**src/rtl/vga_timing_generator.sv**
```systemverilog
// VGA raster timing generator.
// One pixel counter and one line counter step on the pixel-clock enable.
// The next counter values are decoded and registered together with the
// counters, so every output lines up with the counter position it describes.
module vga_timing_generator #(
  parameter int p_H_VISIBLE_AREA   = 640,
  parameter int p_H_FRONT_PORCH    = 16,
  parameter int p_H_SYNC_PULSE     = 96,
  parameter int p_H_BACK_PORCH     = 48,
  parameter int p_V_VISIBLE_AREA   = 480,
  parameter int p_V_FRONT_PORCH    = 10,
  parameter int p_V_SYNC_PULSE     = 2,
  parameter int p_V_BACK_PORCH     = 33,
  parameter int p_SYNC_ACTIVE_HIGH = 0,
  localparam int XW = ($clog2(p_H_VISIBLE_AREA) > 0) ? $clog2(p_H_VISIBLE_AREA) : 1,
  localparam int YW = ($clog2(p_V_VISIBLE_AREA) > 0) ? $clog2(p_V_VISIBLE_AREA) : 1
) (
  input  logic          i_CLK,
  input  logic          i_RESET,
  input  logic          i_PIXEL_EN,
  output logic          o_HSYNC,
  output logic          o_VSYNC,
  output logic          o_DRAW_ENABLE,
  output logic [XW-1:0] o_SCANLINE_X,
  output logic [YW-1:0] o_SCANLINE_Y,
  output logic          o_LINE_START,
  output logic          o_FRAME_START
);

  localparam int H_TOTAL = p_H_VISIBLE_AREA + p_H_FRONT_PORCH + p_H_SYNC_PULSE + p_H_BACK_PORCH;
  localparam int V_TOTAL = p_V_VISIBLE_AREA + p_V_FRONT_PORCH + p_V_SYNC_PULSE + p_V_BACK_PORCH;
  localparam int HW = ($clog2(H_TOTAL) > 0) ? $clog2(H_TOTAL) : 1;
  localparam int VW = ($clog2(V_TOTAL) > 0) ? $clog2(V_TOTAL) : 1;

  // Region boundaries; all fit in the counter width because each back porch is at least 1.
  localparam logic [HW-1:0] H_LAST     = HW'(H_TOTAL - 1);
  localparam logic [HW-1:0] H_VIS_END  = HW'(p_H_VISIBLE_AREA);
  localparam logic [HW-1:0] H_SYNC_BEG = HW'(p_H_VISIBLE_AREA + p_H_FRONT_PORCH);
  localparam logic [HW-1:0] H_SYNC_END = HW'(p_H_VISIBLE_AREA + p_H_FRONT_PORCH + p_H_SYNC_PULSE);
  localparam logic [VW-1:0] V_LAST     = VW'(V_TOTAL - 1);
  localparam logic [VW-1:0] V_VIS_END  = VW'(p_V_VISIBLE_AREA);
  localparam logic [VW-1:0] V_SYNC_BEG = VW'(p_V_VISIBLE_AREA + p_V_FRONT_PORCH);
  localparam logic [VW-1:0] V_SYNC_END = VW'(p_V_VISIBLE_AREA + p_V_FRONT_PORCH + p_V_SYNC_PULSE);

  localparam logic SYNC_ON  = (p_SYNC_ACTIVE_HIGH != 0) ? 1'b1 : 1'b0;
  localparam logic SYNC_OFF = (p_SYNC_ACTIVE_HIGH != 0) ? 1'b0 : 1'b1;

  logic [HW-1:0] h_cnt_q, h_cnt_d;
  logic [VW-1:0] v_cnt_q, v_cnt_d;
  // Low after reset until the first released edge, which only loads the (0,0)
  // decode; counters must not move on that edge so outputs match them.
  logic          started_q, started_d;
  logic          hsync_q, hsync_d;
  logic          vsync_q, vsync_d;
  logic          draw_q, draw_d;
  logic [XW-1:0] x_q, x_d;
  logic [YW-1:0] y_q, y_d;
  logic          line_start_q, line_start_d;
  logic          frame_start_q, frame_start_d;
  logic          advance_s;
  logic          h_vis_s;
  logic          v_vis_s;

  // Next counter values, start pulses and region decode of the next position.
  always_comb begin
    h_cnt_d       = h_cnt_q;
    v_cnt_d       = v_cnt_q;
    started_d     = 1'b1;
    line_start_d  = 1'b0;
    frame_start_d = 1'b0;
    advance_s     = i_PIXEL_EN & started_q;

    if (advance_s) begin
      if (h_cnt_q == H_LAST) begin
        h_cnt_d = '0;
        if (v_cnt_q == V_LAST) begin
          v_cnt_d = '0;
        end else begin
          v_cnt_d = v_cnt_q + VW'(1);
        end
      end else begin
        h_cnt_d = h_cnt_q + HW'(1);
      end
    end else begin
      h_cnt_d = h_cnt_q;
      v_cnt_d = v_cnt_q;
    end

    if (!started_q) begin
      line_start_d  = 1'b1;
      frame_start_d = 1'b1;
    end else if (advance_s && (h_cnt_d == '0)) begin
      line_start_d  = 1'b1;
      frame_start_d = (v_cnt_d == '0);
    end else begin
      line_start_d  = 1'b0;
      frame_start_d = 1'b0;
    end

    h_vis_s = (h_cnt_d < H_VIS_END);
    v_vis_s = (v_cnt_d < V_VIS_END);
    draw_d  = h_vis_s & v_vis_s;

    if (h_vis_s) begin
      x_d = h_cnt_d[XW-1:0];
    end else begin
      x_d = '0;
    end

    if (v_vis_s) begin
      y_d = v_cnt_d[YW-1:0];
    end else begin
      y_d = '0;
    end

    if ((h_cnt_d >= H_SYNC_BEG) && (h_cnt_d < H_SYNC_END)) begin
      hsync_d = SYNC_ON;
    end else begin
      hsync_d = SYNC_OFF;
    end

    if ((v_cnt_d >= V_SYNC_BEG) && (v_cnt_d < V_SYNC_END)) begin
      vsync_d = SYNC_ON;
    end else begin
      vsync_d = SYNC_OFF;
    end
  end

  // Counter and output registers with synchronous reset.
  always_ff @(posedge i_CLK) begin
    if (i_RESET) begin
      h_cnt_q       <= '0;
      v_cnt_q       <= '0;
      started_q     <= 1'b0;
      hsync_q       <= SYNC_OFF;
      vsync_q       <= SYNC_OFF;
      draw_q        <= 1'b0;
      x_q           <= '0;
      y_q           <= '0;
      line_start_q  <= 1'b0;
      frame_start_q <= 1'b0;
    end else begin
      h_cnt_q       <= h_cnt_d;
      v_cnt_q       <= v_cnt_d;
      started_q     <= started_d;
      hsync_q       <= hsync_d;
      vsync_q       <= vsync_d;
      draw_q        <= draw_d;
      x_q           <= x_d;
      y_q           <= y_d;
      line_start_q  <= line_start_d;
      frame_start_q <= frame_start_d;
    end
  end

  assign o_HSYNC       = hsync_q;
  assign o_VSYNC       = vsync_q;
  assign o_DRAW_ENABLE = draw_q;
  assign o_SCANLINE_X  = x_q;
  assign o_SCANLINE_Y  = y_q;
  assign o_LINE_START  = line_start_q;
  assign o_FRAME_START = frame_start_q;

endmodule

```
**config.mk**
```make
export PLATFORM = sky130hd
export DESIGN_NAME = vga_timing_generator
export DESIGN_NICKNAME = d
export VERILOG_FILES = /design/src/rtl/vga_timing_generator.sv
export SDC_FILE = /design/constraint.sdc
export NUM_CORES = 1
export LEC_CHECK = 0
export CAP_MARGIN = 20
export CORE_ASPECT_RATIO = 1.4
export CORE_MARGIN = 5
export CORE_UTILIZATION = 48
export CTS_CLUSTER_DIAMETER = 60
export CTS_CLUSTER_SIZE = 10
export DETAILED_ROUTE_END_ITERATION = 6
export GPL_ROUTABILITY_DRIVEN = 0
export HOLD_SLACK_MARGIN = 0.08
export PLACE_DENSITY_LB_ADDON = 0.2
export SETUP_SLACK_MARGIN = 0.02
export SLEW_MARGIN = 0
export SYNTH_ARGS = -nofsm -noshare
export SYNTH_HDL_FRONTEND = slang
export SYNTH_SLANG_ARGS = --single-unit
export TNS_END_PERCENT = 5
```
**constraint.sdc**
```tcl
create_clock -name i_CLK -period 2.3 [get_ports i_CLK]
set_clock_uncertainty 0.05 [all_clocks]
set_input_delay 0.46 -clock i_CLK [delete_from_list [all_inputs] [get_ports i_CLK]]
set_output_delay 0.46 -clock i_CLK [all_outputs]
set_load 0.005 [all_outputs]
```
==> results of run 1 <==
## cells in the mapped netlist, types with 4 or more instances
| master | count | area, um^2 |
|---|---|---|
| nand2_1 | 10 | 37.5 |
| inv_1 | 6 | 22.5 |
| and2_1 | 5 | 31.3 |
| nor3_1 | 13 | 65.1 |
| nand3_1 | 6 | 30.0 |
| xnor2_1 | 5 | 43.8 |
| dfxtp_1 | 45 | 901 |
| a21oi_1 | 4 | 20.0 |
| nand4_1 | 10 | 62.6 |
| xor2_1 | 7 | 61.3 |
| nor4_1 | 4 | 25.0 |
| and4_1 | 4 | 35.0 |
| clkbuf_1 | 4 | 15.0 |
| nor2_1 | 36 | 135 |
## registers in the layout, indices dropped and copies added, names as in the netlist
signal         count
o_HSYNC            1
v_cnt_q           10
o_VSYNC            1
o_SCANLINE_X      10
started_q          1
o_DRAW_ENABLE      1
o_SCANLINE_Y       9
h_cnt_q           10
o_LINE_START       1
o_FRAME_START      1
## cell type report
cell class | instances | area share
multi-input combinational | 143 | 0.363
clock buffer | 5 | 0.0255
inverter | 6 | 0.00834
tap | 42 | 0.0195
clock inverter | 3 | 0.0171
timing repair buffer | 74 | 0.232
sequential | 45 | 0.335
## critical path, delay by kind of cell (launching register included)
| family | cells | cell delay, ps |
|---|---|---|
| XOR/XNOR | 1 | 180 |
| AND/OR/NAND/NOR | 4 | 920 |
| buffers and inverters | 1 | 200 |
| AO/OA/AOI/OAI | 1 | 340 |
| flip-flops | 1 | 390 |
## where the power goes
part / internal, mW / switching, mW
registers: 0.790 / 0.00829
logic: 0.0532 / 0.0385
clock network: 0.325 / 0.268
total: 1.17 / 0.315
## kinds of logic after synthesis
group	count (synthesis)	synth area share
AOI/OAI and AO/OA	26	0.117
DFF	45	0.485
xor gates and xnor gates	12	0.0566
buffers and inverters	13	0.0296
muxes	2	0.0108
and+or+nand+nor	100	0.281
adders and majority gates	3	0.0202
## stage by stage
stage               worst slack, ps  total power, mW  TNS (ps)
finish                          126             1.48         0
global route                   1.81             1.54         0
CTS                            22.2             1.48         0
detailed placement             -462            0.895     -5560
global placement               -407            0.892     -4260
floorplan                       193            0.849         0
## routing by layer
layer	wire length [um]	vias up
li1	-	862
met1	1860	840
met2	2690	59
met3	192	22
met4	203	0
met5	0	-
## path summary, 6_finish.rpt
check / startpoint / end / slack [ps]
max reg2reg: h_cnt_q[6]$_SDFF_PP0_ / o_DRAW_ENABLE$_SDFF_PP0_ / 130
min reg2reg: started_q$_DFF_P_ / o_FRAME_START$_SDFF_PP0_ / 500
min: started_q$_DFF_P_ / o_FRAME_START$_SDFF_PP0_ / 500
max: h_cnt_q[6]$_SDFF_PP0_ / o_DRAW_ENABLE$_SDFF_PP0_ / 130
## timing repair
| item | in CTS | in global routing |
|---|---|---|
| hold buffers | 0 | 0 |
| endpoints found under the hold margin | 0 | 0 |
| resized for setup | 6 | 14 |
| setup buffers | 3 | 4 |
| endpoints found under the setup margin | 1 | 18 |
| pin swaps | 1 | 5 |
==> results.sh, run 1 <==
export IMPL_setup_viol=0
export IMPL_p_per_area_nw_per_um2=549
export IMPL_num_fill_cells=288
export IMPL_ant_nets=0
export IMPL_syn_area_per_cell_um2=9.24
export IMPL_grt_pass1_wl_um=8340
export IMPL_synth_fp_nets=207
export IMPL_final_common_cell="buf_4"
export IMPL_drv_slew=0
export IMPL_nets=281
export IMPL_cts_inserted_buffers=5
export IMPL_synth_flop_cell="dfxtp_1"
export IMPL_grt_setup_unrepaired="no"
export IMPL_drt_iter0_markers=73
export IMPL_place_inst=303
export IMPL_ys_seq_area_frac=0.485
export IMPL_final_util=0.728
export IMPL_holdPathStages=1
export IMPL_power_leakage_nw=1.07
export IMPL_grt_usage=0.195
export IMPL_grt_max_degree=16
export IMPL_dieWidth_um=62.6
export IMPL_hold_violations=0
export IMPL_ys_ff_latch=45
export IMPL_grtUsageMet1=0.197
export IMPL_cts_root_buf="clkbuf_8"
export IMPL_tightest_slew_ps=390
export IMPL_drive_gt1_frac=0.286
export IMPL_initial_core_util=0.501
export IMPL_startpoint_type="register"
export IMPL_worstPathArrival_ps=2320
export IMPL_io_pins=27
export IMPL_slew_headroom=0.738
export IMPL_netlist_area_um2=1860
export IMPL_grt_ovfl_total=0
export IMPL_hold_path_class="reg2reg"
export IMPL_path_max_fanout=7
export IMPL_synth_edf_count=0
export IMPL_hpwl_um=3720
export IMPL_num_rows=26
export IMPL_clock_latency_ps=300
export IMPL_finalWirelength_um=4940
export IMPL_slowest_delay_ps=430
export IMPL_hold_ws_ps=496
export IMPL_drv_cap=0
export IMPL_place_area_um2=2440
export IMPL_ff2ff_path_depth=7
export IMPL_vias=1783
export IMPL_stdcell_area_um2=2700
export IMPL_syn_to_final_growth_pct=45.5
export IMPL_h_tree_depth=2
export IMPL_yosys_warnings=0
export IMPL_drc_errors=0
export IMPL_multi_input_area_um2=980
export IMPL_drt_first_pass_iters=4
export IMPL_final_cells=318
export IMPL_crit_slowest_cell="or3_4"
export IMPL_regArea_um2=905
export IMPL_dieHeight_um=83.6
export IMPL_core_um2=3710
export IMPL_critPathKind="reg2reg"
export IMPL_min_period_ps=2170
export IMPL_synthArstFlopShare=0
export IMPL_crit_chain="or3_4 -> nor3_4 -> nand3_2 -> xor2_2 -> o41ai_4 -> buf_4 -> nor2_1"
export IMPL_cts_sinks=45
export IMPL_syn_inst=201
export IMPL_final_cell_mix="47 x buf_4, 42 x dfxtp_1, 36 x nor2_1"
export IMPL_grt_most_used_layer="met2"
export IMPL_irDropWorstVdd_mv=0.751
export IMPL_antenna_found_initial=0
export IMPL_fmax_mhz=460
export IMPL_cp_required_ps=2450
export IMPL_antenna_cells=0
export IMPL_synth_cell_types=45
export IMPL_cts_tree="built"
export IMPL_portBuffers=26
export IMPL_wl_per_cell_um=15.5
export IMPL_cp_end_kind="register"
export IMPL_via_per_inst=5.61
export IMPL_use_met2=0.360
export IMPL_fin_crit_sh=0.945
export IMPL_use_met3=0.0458
export IMPL_die_area_um2=5230
export IMPL_path_clk_slew_ps=90
export IMPL_clock_path_buffers=2
export IMPL_status="completed"
export IMPL_grt_pass1_vias=1837
(Power assumes the default switching activity.)
==> run 2: changes to the inputs <==
--- a/config.mk
+++ b/config.mk
@@ -7,7 +7,7 @@
 export LEC_CHECK = 0
 export CAP_MARGIN = 20
 export CORE_ASPECT_RATIO = 1.4
-export CORE_MARGIN = 5
+export CORE_MARGIN = 2
 export CORE_UTILIZATION = 48
 export CTS_CLUSTER_DIAMETER = 60
 export CTS_CLUSTER_SIZE = 10
==> results.sh, run 2 (synthesized netlist as in run 1, its figures left out) <==
export IMPL_clock_latency_ps=300
export IMPL_wl_per_cell_um=16.2
export IMPL_crit_chain="ha_2 -> nand4_1 -> buf_4 -> o31ai_1 -> o31a_1 -> and3b_1 -> nand4_1 -> o32ai_2"
export IMPL_antenna_found_initial=0
export IMPL_crit_family="compound AO/OA/AOI/OAI gates"
export IMPL_grt_setup_unrepaired="yes"
export IMPL_hpwl_um=3650
export IMPL_hold_violations=0
export IMPL_critPathKind="reg2reg"
export IMPL_grtUsageMet1=0.260
export IMPL_place_inst=299
export IMPL_ff2ff_path_depth=8
export IMPL_drc_errors=0
export IMPL_slowest_delay_ps=380
export IMPL_nets=277
export IMPL_cts_hold_fix_buffers=0
export IMPL_drv_slew=0
export IMPL_tightest_slew_ps=403
export IMPL_grt_ovfl_total=0
export IMPL_final_cell_mix="42 x buf_4, 40 x dfxtp_1, 36 x nor2_1"
export IMPL_final_common_cell="buf_4"
export IMPL_cp_required_ps=2470
export IMPL_clock_path_buffers=2
export IMPL_core_um2=3680
export IMPL_grt_max_degree=15
export IMPL_irDropWorstVdd_mv=0.530
export IMPL_drive_gt1_frac=0.268
export IMPL_cts_sinks=45
export IMPL_use_met3=0.0550
export IMPL_die_area_um2=4390
export IMPL_drt_iter0_markers=75
export IMPL_min_period_ps=2160
export IMPL_num_rows=26
export IMPL_num_fill_cells=270
export IMPL_grt_pass1_wl_um=8360
export IMPL_cts_tree="built"
export IMPL_startpoint_type="register"
export IMPL_worstPathArrival_ps=2330
export IMPL_path_clk_slew_ps=80
export IMPL_fin_crit_sh=0.940
export IMPL_grt_most_used_layer="met2"
export IMPL_crit_slowest_cell="dfxtp_4"
export IMPL_multi_input_area_um2=957
export IMPL_initial_core_util=0.505
export IMPL_hold_path_class="reg2reg"
export IMPL_p_per_area_nw_per_um2=569
export IMPL_fmax_mhz=463
export IMPL_h_tree_depth=2
export IMPL_via_per_inst=5.69
export IMPL_crit_top_cell="nand4_1"
export IMPL_cts_root_buf="clkbuf_8"
export IMPL_cp_end_kind="register"
export IMPL_io_pins=27
export IMPL_status="completed"
export IMPL_path_max_fanout=4
export IMPL_drv_cap=0
export IMPL_use_met2=0.463
export IMPL_cp_depth=8
export IMPL_syn_to_final_growth_pct=43.2
export IMPL_cp_buffers_inverters=1
export IMPL_cts_inserted_buffers=5
export IMPL_grt_pass1_vias=1781
export IMPL_dieWidth_um=56.6
export IMPL_hold_ws_ps=531
export IMPL_slew_headroom=0.729
export IMPL_finalWirelength_um=5100
export IMPL_ant_nets=0
export IMPL_antenna_cells=0
export IMPL_setup_viol=0
export IMPL_dieHeight_um=77.6
export IMPL_vias=1787
export IMPL_power_leakage_nw=1.05
export IMPL_portBuffers=26
export IMPL_drt_first_pass_iters=4
export IMPL_holdPathStages=2
export IMPL_final_cells=314
export IMPL_regArea_um2=910
export IMPL_grt_usage=0.249
-- run 2: layout make-up --
cell class              count  share of cell area
clock buffers               6              0.0311
inverters                   6             0.00847
repair buffers             70               0.224
multi-input cells         143               0.360
well taps                  42              0.0198
clock inverters             2              0.0141
flip-flops and latches     45               0.342
-- run 2: worst paths after layout --
kind / startpoint / to / slack, ps
worst max-delay path: h_cnt_q[0]$_SDFF_PP0_ / o_FRAME_START$_SDFF_PP0_ / 140
worst min-delay path: v_cnt_q[9]$_SDFF_PP0_ / v_cnt_q[9]$_SDFF_PP0_ / 530
worst max register to register: h_cnt_q[0]$_SDFF_PP0_ / o_FRAME_START$_SDFF_PP0_ / 140
worst min register to register: v_cnt_q[9]$_SDFF_PP0_ / v_cnt_q[9]$_SDFF_PP0_ / 530
-- run 2: power breakdown --
| part | switching (mW) | internal [mW] | total (mW) |
|---|---|---|---|
| clock | 0.271 | 0.353 | 0.624 |
| sequential | 0.00955 | 0.789 | 0.799 |
| combinational | 0.0384 | 0.0529 | 0.0913 |
| total | 0.319 | 1.20 | 1.51 |
-- run 2: routing by layer --
| metal | part of all wire | vias up |
|---|---|---|
| li1 | - | 851 |
| met2 | 0.56 | 57 |
| met3 | 0.040 | 18 |
| met5 | 0 | - |
| met1 | 0.36 | 861 |
| met4 | 0.032 | 0 |
-- run 2: through the flow --
stage / utilization / instance area, um^2 / setup WS, ps / total power, mW / setup TNS [ps]
4_1_cts: 0.710 / 2610 / 52.1 / 1.52 / 0
5_1_grt: 0.723 / 2660 / -18.7 / 1.57 / -18.7
3_3_place_gp: 0.657 / 2410 / -438 / 0.890 / -5440
3_5_place_dp: 0.657 / 2410 / -461 / 0.892 / -7520
6_report: 0.723 / 2660 / 138 / 1.51 / 0
2_1_floorplan: - / 1860 / 193 / 0.849 / 0
-- run 2: timing repair --
action                                  4_1_cts  5_1_grt
pin swaps                                     4        4
buffers inserted                              4        3
resized for setup                             9       10
endpoints found under the setup margin       12       13
-- run 2: worst reg2reg max path, delay by kind of cell, from the launching register on --
kind / cells / cell delay (ps)
adders and majority gates: 1 / 200
buffers and inverters: 1 / 220
DFF: 1 / 380
and+or+nand+nor: 3 / 510
AOI/OAI and AO/OA: 3 / 720
==> run 3: changes to the inputs <==
--- a/config.mk
+++ b/config.mk
@@ -7,13 +7,13 @@
 export LEC_CHECK = 0
 export CAP_MARGIN = 20
 export CORE_ASPECT_RATIO = 1.4
-export CORE_MARGIN = 2
 export CORE_UTILIZATION = 48
 export CTS_CLUSTER_DIAMETER = 60
 export CTS_CLUSTER_SIZE = 10
 export DETAILED_ROUTE_END_ITERATION = 6
 export GPL_ROUTABILITY_DRIVEN = 0
 export HOLD_SLACK_MARGIN = 0.08
+export MAX_ROUTING_LAYER = met4
 export PLACE_DENSITY_LB_ADDON = 0.2
 export SETUP_SLACK_MARGIN = 0.02
 export SLEW_MARGIN = 0
==> constraint.sdc (replaced) <==
create_clock -name i_CLK -period 2.3 [get_ports i_CLK]
set_clock_uncertainty 0.05 [all_clocks]
set_input_delay 0.575 -clock i_CLK [delete_from_list [all_inputs] [get_ports i_CLK]]
set_output_delay 0.575 -clock i_CLK [all_outputs]
set_load 0.005 [all_outputs]
==> results.sh, run 3 (synthesized netlist as in run 1, its figures left out) <==
export IMPL_hp_start="started_q$_DFF_P_"
export IMPL_hold_violations=0
export IMPL_syn_to_final_growth_pct=40.5
export IMPL_tightest_slew_ps=425
export IMPL_cts_sinks=45
export IMPL_num_fill_cells=296
export IMPL_wl_per_cell_um=15.9
export IMPL_place_area_um2=2410
export IMPL_ant_nets=0
export IMPL_antenna_found_initial=0
export IMPL_stdcell_area_um2=2610
export IMPL_antenna_cells=0
export IMPL_num_rows=26
export IMPL_ff2ff_path_depth=8
export IMPL_min_period_ps=2230
export IMPL_grt_usage=0.270
export IMPL_drv_slew=0
export IMPL_power_leakage_nw=1.03
export IMPL_die_area_um2=4120
export IMPL_cts_hold_fix_buffers=0
export IMPL_fin_crit_sh=0.969
export IMPL_drive_gt1_frac=0.253
export IMPL_vias=1777
export IMPL_holdPathStages=1
export IMPL_slew_headroom=0.715
export IMPL_cts_inserted_buffers=5
export IMPL_r2r_setup_slack_ps=70
export IMPL_grt_pass1_vias=1696
export IMPL_cp_end_kind="register"
export IMPL_finalSetupTns_ps=0
export IMPL_drt_first_pass_iters=4
export IMPL_status="completed"
export IMPL_critPathKind="reg2reg"
export IMPL_p_per_area_nw_per_um2=527
export IMPL_final_common_cell="dfxtp_1"
export IMPL_holdPathEnd="o_FRAME_START$_SDFF_PP0_"
export IMPL_worstPathArrival_ps=2400
export IMPL_startpoint_type="register"
export IMPL_core_um2=3680
export IMPL_clock_path_buffers=2
export IMPL_cp_required_ps=2470
export IMPL_drc_errors=0
export IMPL_grt_setup_unrepaired="yes"
export IMPL_irDropWorstVdd_mv=0.427
export IMPL_fmax_mhz=449
export IMPL_setup_viol=0
export IMPL_final_cell_mix="44 x dfxtp_1, 41 x buf_4, 36 x nor2_1"
export IMPL_hold_path_class="reg2reg"
export IMPL_drv_cap=0
export IMPL_cts_tree="built"
export IMPL_initial_core_util=0.505
export IMPL_r2r_end="o_FRAME_START$_SDFF_PP0_"
export IMPL_grt_pass1_wl_um=7640
export IMPL_io_pins=27
export IMPL_path_clk_slew_ps=90
export IMPL_path_max_fanout=4
export IMPL_cts_root_buf="clkbuf_8"
export IMPL_clock_latency_ps=300
export IMPL_grt_max_degree=16
export IMPL_grt_ovfl_total=0
export IMPL_dieHeight_um=75.6
export IMPL_via_per_inst=5.71
export IMPL_hpwl_um=3560
export IMPL_nets=274
export IMPL_portBuffers=26
export IMPL_finalWirelength_um=4960
export IMPL_dieWidth_um=54.6
export IMPL_h_tree_depth=2
export IMPL_r2r_start="h_cnt_q[0]$_SDFF_PP0_"
export IMPL_drt_iter0_markers=68
==> run 3: power by group <==
part	internal, mW	total, mW	switching (mW)
logic	0.0499	0.0885	0.0386
clock network	0.215	0.489	0.273
registers	0.789	0.799	0.00906
total	1.05	1.38	0.321
==> run 3: worst max-delay path: stages (launching register included) <==
cell and delay (ps):
dfxtp_1 410, ha_1 210, nand4_1 180, buf_4 220, o31ai_1 190, o311a_1 250
nor3b_4 260, nand4_1 140, o32ai_2 240
==> run 3: per-layer routing <==
layer | track usage | vias up | share of wire
li1 | - | 850 | -
met1 | 0.255 | 850 | 0.37
met2 | 0.477 | 56 | 0.56
met3 | 0.0639 | 21 | 0.032
met4 | 0.168 | 0 | 0.042
met5 | - | - | 0
==> run 3: layout make-up <==
class	count	area (um^2)	share of cell area
clock inverter	3	21.3	0.00815
timing repair buffer	67	571	0.219
multi-input combinational	143	971	0.372
inverter	6	22.5	0.00863
sequential	45	902	0.346
tap	42	52.6	0.0201
clock buffer	5	68.8	0.0264
==> run 3: worst max-delay path by stage <==
stage / start / to
final: h_cnt_q[0]$_SDFF_PP0_ / o_FRAME_START$_SDFF_PP0_
after global routing: h_cnt_q[0]$_SDFF_PP0_ / o_FRAME_START$_SDFF_PP0_
after CTS: i_PIXEL_EN / o_FRAME_START$_SDFF_PP0_
after detailed placement: i_PIXEL_EN / o_SCANLINE_Y[7]$_SDFF_PP0_
after global placement: i_PIXEL_EN / o_FRAME_START$_SDFF_PP0_
after floorplan: h_cnt_q[0]$_SDFF_PP0_ / o_DRAW_ENABLE$_SDFF_PP0_
==> run 3: stage by stage <==
stage / total power [mW] / worst slack [ps] / util / hold slack [ps] / instances
2_1_floorplan: 0.849 / 193 / - / 418 / 201
3_3_place_gp: 0.886 / -545 / 0.657 / 490 / 299
3_5_place_dp: 0.888 / -557 / 0.657 / 490 / 299
4_1_cts: 1.38 / -54.3 / 0.690 / 491 / 309
5_1_grt: 1.42 / -32.5 / 0.710 / 536 / 311
6_report: 1.38 / 71.4 / 0.710 / 516 / 311
==> run 3: timing repair <==
action / CTS / global route
pin swaps: 3 / 3
setup buffers: 2 / 2
resized for setup: 3 / 11
setup endpoints to repair: 15 / 23
